<file path="config.mk">
export PLATFORM = sky130hd
export DESIGN_NAME = msg_index_sequencer_flat
export DESIGN_NICKNAME = d
export VERILOG_FILES = /design/src/rtl/msg_index_sequencer_pkg.sv /design/src/rtl/msg_index_sequencer_if.sv /design/src/rtl/msg_index_sequencer_sync_edge.sv /design/src/rtl/msg_index_sequencer.sv /design/src/flat_wrapper.sv
export SDC_FILE = /design/constraint.sdc
export NUM_CORES = 1
export LEC_CHECK = 0
export ABC_AREA = 1
export CAP_MARGIN = 5
export CORE_MARGIN = 3
export CORE_UTILIZATION = 48
export CTS_CLUSTER_SIZE = 14
export DETAILED_ROUTE_END_ITERATION = 10
export PLACE_DENSITY = 0.74
export SYNTH_ARGS = -nofsm -noshare
export SYNTH_HDL_FRONTEND = slang
export SYNTH_SLANG_ARGS = --single-unit
</file>
<file path="constraint.sdc">
create_clock -name clk -period 2.47 [get_ports clk]
set_input_delay 0.247 -clock clk [delete_from_list [all_inputs] [get_ports clk]]
set_output_delay 0.247 -clock clk [all_outputs]
set_load 0.01 [all_outputs]
</file>
<file path="src/rtl/msg_index_sequencer_pkg.sv">
// Shared types and default constants for the message index sequencer.
// State encodings and the default prescale divide live here for all users.
package msg_index_sequencer_pkg;

  typedef enum logic {
    ST_STOP = 1'b0,
    ST_RUN  = 1'b1
  } state_t;

  localparam int unsigned DEF_TICK_DIV = 25_000_000;
  localparam int unsigned DEF_IDX_W    = 4;
  localparam int unsigned DEF_LAST     = 15;

endpackage

</file>
<file path="src/rtl/msg_index_sequencer_if.sv">
// Control inputs and index outputs of the message index sequencer.
// The dir signal exists only when SCROLL_DIR_EN is defined.
interface msg_index_sequencer_if #(
  parameter int unsigned IDX_W = 4
);
  logic             run;
  logic             step;
  logic             clr;
`ifdef SCROLL_DIR_EN
  logic             dir;
`endif
  logic [IDX_W-1:0] idx;
  logic             idx_stb;
  logic             wrap;
  logic             running;

`ifdef SCROLL_DIR_EN
  modport master (output run, step, clr, dir, input idx, idx_stb, wrap, running);
  modport slave  (input run, step, clr, dir, output idx, idx_stb, wrap, running);
`else
  modport master (output run, step, clr, input idx, idx_stb, wrap, running);
  modport slave  (input run, step, clr, output idx, idx_stb, wrap, running);
`endif
endinterface

</file>
<file path="src/rtl/msg_index_sequencer_sync_edge.sv">
// Multi-bit 2-FF synchroniser; bit 0 also gets a rising-edge detector.
module msg_index_sequencer_sync_edge #(
  parameter int unsigned W = 1
) (
  input  logic         clk,
  input  logic         rst_n,
  input  logic [W-1:0] async_in,
  output logic [W-1:0] sync,
  output logic         rise_c
);

  logic [W-1:0] s1;
  logic         s3;

  always_ff @(posedge clk or negedge rst_n) begin
    if (!rst_n) begin
      s1   <= '0;
      sync <= '0;
      s3   <= 1'b0;
    end else begin
      s1   <= async_in;
      sync <= s1;
      s3   <= sync[0];
    end
  end

  assign rise_c = sync[0] & ~s3;

endmodule

</file>
<file path="src/rtl/msg_index_sequencer.sv">
// Message index sequencer: auto-advance in RUN, step-button advance in STOP.
// Define SCROLL_DIR_EN to add the synchronised dir input (1 = decrement).
module msg_index_sequencer
  import msg_index_sequencer_pkg::*;
#(
  parameter int unsigned TICK_DIV = DEF_TICK_DIV,
  parameter int unsigned IDX_W    = DEF_IDX_W,
  parameter int unsigned LAST     = DEF_LAST
) (
  input logic                  clk,
  input logic                  rst_n,
  msg_index_sequencer_if.slave bus
);

  localparam int unsigned PW = (TICK_DIV > 1) ? $clog2(TICK_DIV) : 1;
`ifdef SCROLL_DIR_EN
  localparam int unsigned SW = 3;
`else
  localparam int unsigned SW = 2;
`endif

  logic [SW-1:0]    raw;
  logic [SW-1:0]    sync;
  logic             stp_c;
  logic             run_s;
  logic             dec_c;
  state_t           state;
  state_t           state_nxt;
  logic [PW-1:0]    presc;
  logic             tick_c;
  logic             adv_c;
  logic [IDX_W-1:0] idx_nxt;
  logic             wrap_nxt;

`ifdef SCROLL_DIR_EN
  assign raw   = {bus.dir, bus.run, bus.step};
  assign dec_c = sync[2];
`else
  assign raw   = {bus.run, bus.step};
  assign dec_c = 1'b0;
`endif
  assign run_s = sync[1];

  // Bit 0 (step) gets the edge detector; run and dir only use the sync path.
  msg_index_sequencer_sync_edge #(.W(SW)) u_sync (
    .clk      (clk),
    .rst_n    (rst_n),
    .async_in (raw),
    .sync     (sync),
    .rise_c   (stp_c)
  );

  // Next state, advance decision and wrapped next index.
  always_comb begin
    state_nxt = run_s ? ST_RUN : ST_STOP;
    tick_c    = (state == ST_RUN) && run_s && (presc == PW'(TICK_DIV - 1));
    adv_c     = tick_c || (stp_c && (state == ST_STOP));
    idx_nxt   = bus.idx;
    wrap_nxt  = 1'b0;
    if (dec_c) begin
      if (bus.idx == '0) begin
        idx_nxt  = IDX_W'(LAST);
        wrap_nxt = 1'b1;
      end else begin
        idx_nxt = bus.idx - IDX_W'(1);
      end
    end else if (bus.idx == IDX_W'(LAST)) begin
      idx_nxt  = '0;
      wrap_nxt = 1'b1;
    end else begin
      idx_nxt = bus.idx + IDX_W'(1);
    end
  end

  always_ff @(posedge clk or negedge rst_n) begin
    if (!rst_n) begin
      state       <= ST_STOP;
      bus.running <= 1'b0;
      presc       <= '0;
      bus.idx     <= '0;
      bus.idx_stb <= 1'b0;
      bus.wrap    <= 1'b0;
    end else begin
      state       <= state_nxt;
      bus.running <= (state_nxt == ST_RUN);
      // Prescaler only counts while running; clr and the terminal count restart it.
      if (bus.clr || (state != ST_RUN) || !run_s || (presc == PW'(TICK_DIV - 1))) begin
        presc <= '0;
      end else begin
        presc <= presc + PW'(1);
      end
      if (bus.clr) begin
        bus.idx     <= '0;
        bus.idx_stb <= 1'b0;
        bus.wrap    <= 1'b0;
      end else begin
        bus.idx_stb <= adv_c;
        bus.wrap    <= adv_c & wrap_nxt;
        if (adv_c) begin
          bus.idx <= idx_nxt;
        end
      end
    end
  end

endmodule

</file>
<file path="src/flat_wrapper.sv">
// flat-port wrapper written by rule: the top's interface ports become plain ports
module msg_index_sequencer_flat import msg_index_sequencer_pkg::*;
#(
  parameter int unsigned TICK_DIV = DEF_TICK_DIV,
  parameter int unsigned IDX_W    = DEF_IDX_W,
  parameter int unsigned LAST     = DEF_LAST
)
  (clk, rst_n, bus_run, bus_step, bus_clr, bus_idx, bus_idx_stb, bus_wrap, bus_running);
  msg_index_sequencer_if #(.IDX_W(IDX_W)) bus_i ();
  input logic clk;
  input logic rst_n;
  input wire logic [$bits(bus_i.run)-1:0] bus_run;
  input wire logic [$bits(bus_i.step)-1:0] bus_step;
  input wire logic [$bits(bus_i.clr)-1:0] bus_clr;
  output wire logic [$bits(bus_i.idx)-1:0] bus_idx;
  output wire logic [$bits(bus_i.idx_stb)-1:0] bus_idx_stb;
  output wire logic [$bits(bus_i.wrap)-1:0] bus_wrap;
  output wire logic [$bits(bus_i.running)-1:0] bus_running;
  assign bus_i.run = bus_run;
  assign bus_i.step = bus_step;
  assign bus_i.clr = bus_clr;
  assign bus_idx = bus_i.idx;
  assign bus_idx_stb = bus_i.idx_stb;
  assign bus_wrap = bus_i.wrap;
  assign bus_running = bus_i.running;
  msg_index_sequencer #(.TICK_DIV(TICK_DIV), .IDX_W(IDX_W), .LAST(LAST)) u_core (.clk(clk), .rst_n(rst_n), .bus(bus_i));
endmodule
</file>
Word level (Yosys, flattened, before mapping) --
Index checks and enable logic that the tools add are counted.
Word-level totals: bits in registers 37, output and inout bits 7, word-level logic and storage cells 33
Operators by class: add/subtract/negate cells 2, eq/ne operators 2, mux-type cells 8, bitwise gates (word level) 4, reductions and logical operators 9
Operators by type and width (count):
- $add A25 B1 Y25 const B | 1
- $eq A25 B25 Y1 const B | 1
- $mux W25 | 1
- $mux W4 | 3
- $add A4 B1 Y4 const B | 1
- $eq A4 B4 Y1 const B | 1
- $logic_or A1 B1 Y1 | 4
- $mux W1 | 4
- $logic_and A1 B1 Y1 | 3
- $and A1 B1 Y1 | 2
- $not A1 Y1 | 2
- $reduce_bool A2 Y1 | 1
- $logic_not A1 Y1 | 1

Logic depth before layout (Yosys ltp) --
depth in word-level cells 6, mapped depth 9, depth with buffers taken out 9

Modules after synthesis --
From an unflattened synthesis, not the netlist that was laid out.
Second synthesis, totals: cell total of the unflattened synthesis 258, area, all modules 1960.6 µm²
Modules (own cells, without submodules):
- msg_index_sequencer | times used 1, cells each 251, area each 1825.5 µm², sequential area each 800.8 µm²
- msg_index_sequencer_sync_edge | times used 1, cells each 7, area each 135.1 µm², sequential area each 125.1 µm²

Least setup slack after synthesis --
No wires, ideal clock.
kind register -> register, start reg u_core.presc[0], end reg u_core.presc[13], library setup time 0.119 ns, data arrival time 1.309 ns, data required time 2.351 ns, path slack 1.042 ns, cell stages (with the launch flop) 10, path through dfrtp_1 ha_1 nand2_2 nor2_4 nand2_1 nor2_2 nand2_1 nand3_2 buf_6 nor2_1
On the way: word-level cells in the longest chain between the ends 3, elaborated cells between the ends (all ways) 4, those cells by class add/sub (1); eq/ne (1); mux (1); reduce/logical (1)
RTL lines:
- from (decl) | line msg_index_sequencer.sv:29 | logic [PW-1:0] presc;
- from (signal assigned) | line msg_index_sequencer.sv:90 | presc <= presc + PW'(1);
- parallel branches: the longest is 2 deep, another holds $add A25 B1 Y25
- $mux W25 * | line msg_index_sequencer.sv:87 | if (bus.clr || (state != ST_RUN) || !run_s || (presc == PW'(TICK_DIV - 1))) begin
Every way passes the cells marked *. A chain may end at the register's enable or synchronous reset.

Worst setup path after layout --
start reg u_core.presc[0], end reg u_core.presc[2]
Same word-level chain as after synthesis.

==> reports/results.ini <==
[setup_path]
crit_type=reg2reg
reg2reg_from=u_core.presc[0]
reg2regPathDepth=8
cp-start-kind=register
worstSetupEndpoint=u_core.presc[2]
ff2ff_setup_slack_ps=690
critical_path.max_fanout=25
worstReg2RegEnd=u_core.presc[2]
crit_start=u_core.presc[0]
worstSetupEndpointType=register
worst_ep_arrival_time_ps=1980
cp.required_ps=2670

[final_layout]
finalNonFillerCells=318
diodes=0
final_net_count=276
final_layout_size_suffix_gt1_share_pct=7.78
areaGrowthSynthToFinish_pct=13.0

[sta]
hold_viol=0
setup_viol=0
finalCritPeriodShare_pct=72.1
rsz0062_at_grt=false
fmax_ghz=0.562
tns_ps=0
tightest_slew_ps=764
slew_headroom_pct=49.1
finalCriticalPeriod_ps=1780
slew_violations=0
fin_worst_skew_ps=9.33

[pwr]
leakage_uw=0.000896
power.density_mw_per_mm2=540
ir_worst_vdd_mv=0.466
power.total_uw=1190

[logic_synthesis]
syn_inst=254
syn-cell-area_sq_mm=0.00195
syn_nets=261
yosys_register_bits=37
synth.avg_cell_area_sq_um=7.68
seq_area_frac_synth_pct=47.4
yosys_warnings=0
yosysUniqueCellTypes=22

[global_routing]
grt_max_degree=38
grt_pass1_vias=1415
grt_pass1_wl_um=6410
overflow=0
grt_antenna_before_repair=0
track_usage_pct=16.4

[routing]
drt-total-wl_um=3630
via_per_inst=4.90
antenna_left=0
first_pass_iters=4
drt-initial-drc-count=152
num_vias=1558
drc=0
routedWlPerCell_um=11.4

[floorplanning]
core_area_sq_mm=0.00380
rows=22
io_pins=12
die_width_um=69.8
start_util_pct=51.4
die_area_sq_mm=0.00487
die_h_um=69.8

[flow_run]
timing.max_cap.violations=0

[run_status]
outcome=completed

[clock_tree]
path_clk_slew_ps=80
cts.path.max_buffers=2
cts_made_buffers=5
cts.sinks=37
clkLatencyLatePin_ps=290
postCtsHoldBufs=0
cts_root_buffer=clkbuf_8
cts_tree=yes
cts-htree-levels=2
cts_resized=0
cts_setup_buffers=0

[place]
dp.final_hpwl_um=2740
portBuffers=11
dp.cells=310
gp_congestion=0.881

[min_path]
worstHoldPathType=in2async

metrics by stage:
step / util [%] / area [sq um] / setup WS (ps) / hold WS (ps)
CTS: 58.1 / 2210 / 676 / 56.7
detailed placement: 55.0 / 2090 / 715 / 335
finish: 58.1 / 2210 / 689 / 18.7
global placement: 55.0 / 2090 / 786 / 332
global route: 58.1 / 2210 / 419 / 95.0
floorplan: - / 1950 / 1040 / -48.6
cell type report:
type | count | area [sq um]
clock buffers | 5 | 68.8
clock inverters | 3 | 46.3
fillers | 352 | 1590
inverters | 25 | 93.8
multi-input cells | 189 | 906
flip-flops and latches | 37 | 926
well taps | 48 | 60.1
repair buffers | 11 | 105
worst min-delay path by stage:
stage,start,endpoint,slack (ps),cells after the start
after floorplan,rst_n,u_core.bus.idx[0],-50,0
after global placement,u_core.u_sync.s1[0],u_core.u_sync.sync[0],330,0
after CTS,rst_n,u_core.presc[11],60,1
after global routing,rst_n,u_core.presc[20],100,1
after detailed placement,u_core.u_sync.s1[1],u_core.u_sync.sync[1],330,0
final,rst_n,u_core.presc[13],20,1
critical path: stages, from the launching register on:
cell     delay (ps)
dfrtp_1         410
ha_1            240
nand2_2         110
nor2_4           50
nand2_1          70
nor2_2           50
nand2_1          60
nand3_2         370
nor3_1          310
cell usage in the layout, fill, tap and decap left out, types with 2 or more instances in the layout:
cell / netlist / layout
clkbuf_8: 0 / 5
xnor2_1: 6 / 6
nand4_1: 6 / 6
nand3_1: 12 / 12
nand2_1: 67 / 67
inv_1: 24 / 24
ha_1: 2 / 2
clkdlybuf4s50_1: 0 / 10
nand3_2: 2 / 2
nand2_2: 3 / 3
xor2_1: 10 / 10
dfrtp_1: 37 / 37
nor2_2: 3 / 3
nor2_1: 64 / 64
nor3_1: 7 / 7
nor2_4: 2 / 2
where the power goes:
group | leakage [uW] | internal [uW] | switching (uW) | total, uW
Clock | 0.0000543 | 302 | 222 | 524
Sequential | 0.000501 | 614 | 5.35 | 620
Combinational | 0.000341 | 17.3 | 29.3 | 46.6
Total | 0.000896 | 933 | 257 | 1190
cells in the mapped netlist:
cell	number	share of area, %
nand2_1	67	13
nor2_1	64	12
dfrtp_1	37	47
inv_1	24	4.6
nand3_1	12	3.1
xor2_1	10	4.5
nor3_1	7	1.8
nand4_1	6	1.9
xnor2_1	6	2.7
nand2_2	3	0.96
nor2_2	3	0.96
buf_6	2	1.2
ha_1	2	1.3
nand3_2	2	1.0
nor2_4	2	1.2
a21o_2	1	0.45
a21oi_1	1	0.26
buf_1	1	0.19
clkinv_1	1	0.19
o21bai_1	1	0.38
or2_2	1	0.32
or3b_1	1	0.45
state kept, by name (all words and copies together), names as in the netlist:
register            cells
u_core.u_sync.s3        1
u_core.presc           25
u_core.bus.wrap         1
u_core.bus.idx_stb      1
u_core.bus.running      1
u_core.bus.idx          4
u_core.u_sync.s1        2
u_core.u_sync.sync      2
cell families (layout without fill, tap and decap cells):
family / after synthesis / after routing / synth area share (%)
simple gates: 168 / 168 / 36.9
flops: 37 / 37 / 47.4
buf+inv: 28 / 44 / 6.15
xor+xnor: 16 / 16 / 7.18
compound gates: 3 / 3 / 1.09
fa+ha+maj: 2 / 2 / 1.28
routing by layer:
layer  vias to the layer above  share of wire (%)  global-route usage [%]
li1                        813                  -                       -
met1                       712                 51                    23.3
met2                        24                 44                    23.8
met3                         9                3.6                    3.91
met4                         0                2.1                    7.23
met5                         -                  0                       0
Power figures use the tool's default switching activity.
